$ cat config.mk
export PLATFORM = sky130hd
export DESIGN_NAME = sequence_serializer
export DESIGN_NICKNAME = d
export VERILOG_FILES = /design/src/rtl/sequence_serializer.sv
export SDC_FILE = /design/constraint.sdc
export NUM_CORES = 1
export LEC_CHECK = 0
export ABC_CLOCK_PERIOD_IN_PS = 2400
export BUFFER_PORTS_ARGS = -buffer_cell sky130_fd_sc_hd__clkbuf_2
export CORE_UTILIZATION = 30
export CTS_CLUSTER_DIAMETER = 30
export DETAILED_ROUTE_END_ITERATION = 8
export GPL_ROUTABILITY_DRIVEN = 0
export SYNTH_ARGS = -nofsm -noshare
export SYNTH_HDL_FRONTEND = slang
export SYNTH_SLANG_ARGS = --single-unit
$ cat constraint.sdc
create_clock -name clk -period 2.4 [get_ports clk]
set_clock_uncertainty 0.15 [all_clocks]
set_input_delay 0.48 -clock clk [delete_from_list [all_inputs] [get_ports clk]]
set_output_delay 0.48 -clock clk [all_outputs]
set_load 0.01 [all_outputs]
$ cat src/rtl/sequence_serializer.sv
// Parallel-to-serial pattern generator: a load handshake captures a pattern and
// its length, then the pattern is shifted out MSB-first, optionally looped.
module sequence_serializer #(
  parameter int WIDTH = 11,
  parameter int LEN_W = 4
) (
  input  logic             clk,
  input  logic             reset,
  input  logic             load_valid,
  output logic             load_ready,
  input  logic [WIDTH-1:0] load_data,
  input  logic [LEN_W-1:0] load_len,
  input  logic             loop,
  input  logic             stop,
  output logic             out,
  output logic             out_valid,
  output logic             done,
  output logic             debug_state
);

  // Load handshake: a pattern transfers on a rising edge where load_valid and
  // load_ready are both high; load_ready is high exactly while the FSM is IDLE.
  typedef enum logic {IDLE = 1'b0, SHIFT = 1'b1} state_t;

  state_t           state_q, state_d;
  logic [WIDTH-1:0] pat_q, pat_d;
  logic [WIDTH-1:0] sh_q, sh_d;
  logic [LEN_W-1:0] cnt_q, cnt_d;
  logic [LEN_W-1:0] len_q, len_d;
  logic             out_d, out_valid_d, done_d;

  logic [LEN_W-1:0] eff_len;
  logic [LEN_W-1:0] shamt;
  logic [WIDTH-1:0] aligned;

  // Patterns are stored left-justified so the next bit is always the MSB.
  assign eff_len = ((load_len == '0) || (load_len > LEN_W'(WIDTH))) ? LEN_W'(WIDTH) : load_len;
  assign shamt   = LEN_W'(WIDTH) - eff_len;
  assign aligned = load_data << shamt;

  always_ff @(posedge clk or negedge reset) begin
    if (!reset) begin
      state_q   <= IDLE;
      pat_q     <= '0;
      sh_q      <= '0;
      cnt_q     <= '0;
      len_q     <= '0;
      out       <= 1'b0;
      out_valid <= 1'b0;
      done      <= 1'b0;
    end else begin
      state_q   <= state_d;
      pat_q     <= pat_d;
      sh_q      <= sh_d;
      cnt_q     <= cnt_d;
      len_q     <= len_d;
      out       <= out_d;
      out_valid <= out_valid_d;
      done      <= done_d;
    end
  end

  always_comb begin
    state_d     = state_q;
    pat_d       = pat_q;
    sh_d        = sh_q;
    cnt_d       = cnt_q;
    len_d       = len_q;
    out_d       = 1'b0;
    out_valid_d = 1'b0;
    done_d      = 1'b0;
    case (state_q)
      IDLE: begin
        if (load_valid) begin
          pat_d       = aligned;
          len_d       = eff_len;
          cnt_d       = eff_len;
          out_d       = aligned[WIDTH-1];
          sh_d        = aligned << 1;
          out_valid_d = 1'b1;
          state_d     = SHIFT;
        end
      end
      SHIFT: begin
        // cnt_q counts the bits of this pass still on the wire, including the current one.
        if (stop) begin
          state_d = IDLE;
        end else if (cnt_q == LEN_W'(1)) begin
          if (loop) begin
            out_d       = pat_q[WIDTH-1];
            sh_d        = pat_q << 1;
            cnt_d       = len_q;
            out_valid_d = 1'b1;
          end else begin
            state_d = IDLE;
            done_d  = 1'b1;
          end
        end else begin
          out_d       = sh_q[WIDTH-1];
          sh_d        = sh_q << 1;
          cnt_d       = cnt_q - LEN_W'(1);
          out_valid_d = 1'b1;
        end
      end
      default: state_d = IDLE;
    endcase
  end

  assign load_ready  = (state_q == IDLE);
  assign debug_state = state_q;

endmodule

Word level (Yosys, flattened, before mapping)

Cells that the tools add are included.

Add/sub/neg operators: 2
Magnitude comparators: 1
Eq/ne operators: 4
Shift operators: 1
Muxes and demuxes: 25
Bitwise operators: 1
Reduce and logical (&&, ||, !) cells: 4

Operator list:

| operator                                              | count |
|---|---|
| two-way mux 11 bit                                    | 4 |
| case mux 11 bit (2 select lines)                      | 1 |
| two-way mux 4 bit                                     | 5 |
| two-way mux 1 bit                                     | 12 |
| << shifter 11 x 4 -> 11 bit                           | 1 |
| case mux 4 bit (2 select lines)                       | 1 |
| equality test 4 x 1 -> 1 bit (second input constant)  | 1 |
| greater-than comparator 4 bit (second input constant) | 1 |
| logical NOT 4 bit                                     | 1 |
| != test 2 bit (second input constant)                 | 2 |
| case mux 1 bit (2 select lines)                       | 2 |
| subtractor 4 x 1 -> 4 bit (second input constant)     | 1 |
| subtractor 4 bit (first input constant)               | 1 |
| != test 3 bit (second input constant)                 | 1 |
| AND reduction 3 bit                                   | 1 |
| AND reduction 2 bit                                   | 1 |
| logical OR 1 bit                                      | 1 |
| inverter 1 bit                                        | 1 |

Register bits after elaboration: 33
Input port bits: 20
Output and inout bits: 5
Word-level logic and storage cells: 45

Logic depth before layout (Yosys ltp)

Word-level depth: 7
Mapped depth: 10
Depth with buffers taken out: 8

Worst setup path after synthesis

No wires, ideal clock.

Path kind: register to register
From: reg cnt_q[1]
To: reg sh_q[4]
Library setup time: 0.126 ns
Arrival: 1.789 ns
Required time: 2.124 ns
Path slack: 0.335 ns
Stages on the path, launching flop included: 9
Path buffers: 1
Period minus slack after synthesis: 2.065 ns
Cell sequence: dfrtp_1 > inv_1 > ha_1 > or3b_1 > buf_2 > o21a_4 > nor2_8 > a21oi_1 > a221o_1

Longest elaborated chain between the ends: 4
Elaborated cells between the ends (all ways): 6
Those cells by class: eq/ne: 2; mux: 3; reduce/logical: 1

RTL lines:

| item                             | RTL line | source |
|---|---|---|
| from (decl)                      | 28       | `logic [LEN_W-1:0] cnt_q, cnt_d;` |
| from (signal assigned)           | 55       | `cnt_q <= cnt_d;` |
| equality test 4 x 1 -> 1 bit *   | 88       | `end else if (cnt_q == LEN_W'(1)) begin` |
| two-way mux 11 bit               | 88       |  |
| two-way mux 11 bit               | 86       | `if (stop) begin` |
| case mux 11 bit (2 select lines) | 72       | `case (state_q)` |
| to (signal assigned)             | 45       | `sh_q <= '0;` |
| to (signal assigned)             | 54       | `sh_q <= sh_d;` |
| to (decl)                        | 27       | `logic [WIDTH-1:0] sh_q, sh_d;` |

Mark *: on every way between the ends. The rest lies on a longest branch, timed or not. The select of a mux whose other input is x is not followed.
A chain may end at the register's enable or synchronous reset.

Final worst setup path

From: reg cnt_q[1]
To: reg sh_q[3]

Same word-level chain as after synthesis.

==> impl_metrics.py <==
metrics = {
    "timing": {
        "finalSetupViolCount": 0,
        "hold_violations": 0,
        "fmax_mhz": 462,
        "tightest_slew_ns": 0.803,
        "fin_crit_ns": 2.16,
        "final_max_slew_viol_count": 0,
        "finalSetupTns_ns": 0,
        "hold_slack_ns": 0.126,
        "rsz0062_at_grt": "no",
        "timing.final.crit_share_pct": 90.2,
        "relSlewSlack_pct": 46.4,
    },
    "clock_tree": {
        "clock_sinks": 32,
        "hold_buffers": 0,
        "insertion_delay_ns": 0.28,
        "postCtsSetupBuffers": 0,
        "cts_root_buf": "clkbuf_8",
        "h-tree-depth": 2,
        "clock_path_buffers": 2,
        "cts_resized": 0,
        "cts_buffers": 5,
        "cts_tree": "done",
        "clkTransAtPathRegs_ns": 0.06,
    },
    "detailed_routing": {
        "drtIter0Drc": 136,
        "totalWireLength_microns": 6280,
        "drtAntennaViolNets": 0,
        "drt_pass1_iterations": 5,
        "drc_errors": 0,
        "vias_per_cell": 5.46,
        "routedWlPerCell_microns": 15.3,
        "vias": 2239,
    },
    "worst_setup_path": {
        "rr_worst_depth": 7,
        "critPathSlowestCell": "or3b_1",
        "reg2reg_to": "sh_q[3]",
        "worst_setup_path_start_kind": "flip-flop",
        "r2r_slack_ns": 0.24,
        "crit_chain": "inv_1 -> ha_1 -> or3b_1 -> o21a_4 -> nor2_8 -> inv_4 -> o221a_2",
        "cp_data_arrival_time_ns": 2.19,
        "max_stage_delay_ns": 0.40,
        "crit_required_ns": 2.42,
        "timing.rr.start": "cnt_q[1]",
        "cp_max_fo": 13,
        "worst-setup-path-type": "flip-flop to flip-flop",
        "cp-end-kind": "flip-flop",
    },
    "final_layout": {
        "nets": 332,
        "n_antenna_cell": 0,
        "synthToLayoutAreaGrowth_pct": 16.0,
        "fillers": 785,
        "drive_gt1_share_pct": 20.9,
        "final_design_area_no_fill_sq_um": 2680,
        "post-route-util_pct": 36.6,
    },
    "grt": {
        "top_usage_layer": "met1",
        "grt.overflow.total": 0,
        "use_met2_pct": 22.9,
        "grt_first_pass_wirelength_microns": 10400,
        "grt_pass1_vias": 2052,
        "antenna_found_initial": 0,
        "grt_use_met3_pct": 2.62,
        "grt_usage_pct": 15.9,
        "grt_use_met1_pct": 24.3,
        "grt_max_degree": 33,
    },
    "yosys": {
        "ys_warn_count": 0,
        "synthArstFlopShare_pct": 100,
        "yosysTopAreaCell": "dfrtp_1",
        "synth-edff-count": 0,
        "syn_area_sq_um": 2310,
        "ys_seq_elements": 32,
        "postSynthCellCount": 282,
        "synthTopCellsByCount": "nand2_1, dfrtp_1, o21ai_0, nor2_1, a21oi_1",
        "yosysMostFrequentCell": "nand2_1",
        "synth.top_cells.by_area": "dfrtp_1, nand2_1, o21ai_0",
        "syn_nets": 304,
        "syn_area_per_cell_sq_um": 8.19,
        "synth_ff_type": "dfrtp_1",
        "yosysSeqAreaShare_pct": 34.7,
        "yosysUniqueCellTypes": 61,
        "synth_top_area_share_pct": 34.7,
    },
    "die": {
        "dieArea_sq_um": 8050,
        "initial_core_util_pct": 31.5,
        "pin_count": 25,
        "die_w_microns": 89.7,
        "die_y_microns": 89.7,
        "rows": 31,
        "coreArea_sq_um": 7330,
    },
    "run_status": {
        "run_status": "finished, final reports clean",
    },
    "placement": {
        "io_buffers": 24,
        "dpl_cell_area_sq_um": 2590,
        "hpwl_microns": 4580,
    },
    "worst_hold_path": {
        "worstHoldPathType": "input pin to async pin",
    },
    "power_and_ir_drop": {
        "power.density_nw_per_um2": 781,
        "p_leak_nw": 1.15,
        "power_w": 0.00209,
        "ir_drop_mv": 0.240,
    },
    "run": {
        "drv_cap": 0,
    },
}
[report_power, final]
group          switching, W  internal, W  total (W)
Sequential         0.000134     0.000724   0.000858
Combinational      0.000452     0.000361   0.000812
Clock              0.000189     0.000234   0.000422
Total              0.000774      0.00132    0.00209
[logic make-up after synthesis]
group                    after synthesis  share of synthesized area (%)
AND/OR/NAND/NOR                      112                           24.2
multiplexers                           8                           3.74
adder cells (fa/ha/maj)                2                           1.08
AO/OA/AOI/OAI                         99                           30.1
flip-flops                            32                           34.7
buffers and inverters                 28                           5.90
XOR/XNOR                               1                          0.379
[state kept, by name, indices dropped and copies added, names as in the netlist]
signal,cells
pat_q,11
done,1
cnt_q,4
sh_q,10
out,1
len_q,4
debug_state,1
[per-stage QoR]
step                      worst slack, ns  cells
after floorplan                     0.335    282
after global placement              0.190    402
after detailed placement            0.123    402
after CTS                           0.239    410
after global routing                0.141    410
final                               0.236    410
[layout make-up]
cell class	count	area (sq um)	area share, %
clock buffer	8	90.1	3.36
inverter	8	32.5	1.21
multi-input combinational	222	1370	51.2
sequential	32	801	29.9
tap	99	124	4.62
timing repair buffer	41	260	9.71
[layout by cell type, fill, tap and decap left out, types with 3 or more instances in the layout]
cell,instances
mux2_2,5
nand2_1,45
o211ai_1,4
nand3_1,6
nor2b_1,3
mux2i_1,3
o21a_1,3
and2_1,3
inv_1,7
nor2_1,23
o32ai_1,3
dfrtp_1,32
a22oi_1,4
a221oi_1,3
clkbuf_8,6
o22ai_1,5
nand2b_1,9
nor3_1,6
nor4b_1,4
a22o_1,4
a31oi_1,6
clkbuf_2,24
a21oi_1,13
buf_4,16
o21ai_0,24
[worst max path at each step]
stage          endpoint   startpoint  slack [ns]  cells past startpoint
2_1_floorplan   sh_q[4]     cnt_q[1]        0.34                      8
3_3_place_gp    sh_q[6]  load_len[0]        0.19                      6
3_5_place_dp   sh_q[10]  load_len[0]        0.12                      6
4_1_cts         sh_q[3]     cnt_q[1]        0.24                      7
5_1_grt         sh_q[3]     cnt_q[1]        0.14                      7
6_report        sh_q[3]     cnt_q[1]        0.24                      7
[worst max-delay path, delay by kind of cell, from the launching register on]
| kind | cells | cell delay (ns) |
|---|---|---|
| buffers and inverters | 2 | 0.21 |
| DFF | 1 | 0.39 |
| and+or+nand+nor | 2 | 0.56 |
| adders and majority gates | 1 | 0.20 |
| AOI/OAI and AO/OA | 2 | 0.54 |
[routing by layer]
| metal | part of all wire, % | vias up |
|---|---|---|
| met3 | 5.6 | 8 |
| li1 | - | 1091 |
| met4 | 1.4 | 0 |
| met1 | 50 | 1058 |
| met2 | 43 | 82 |
| met5 | 0 | - |
(Power assumes the default switching activity.)
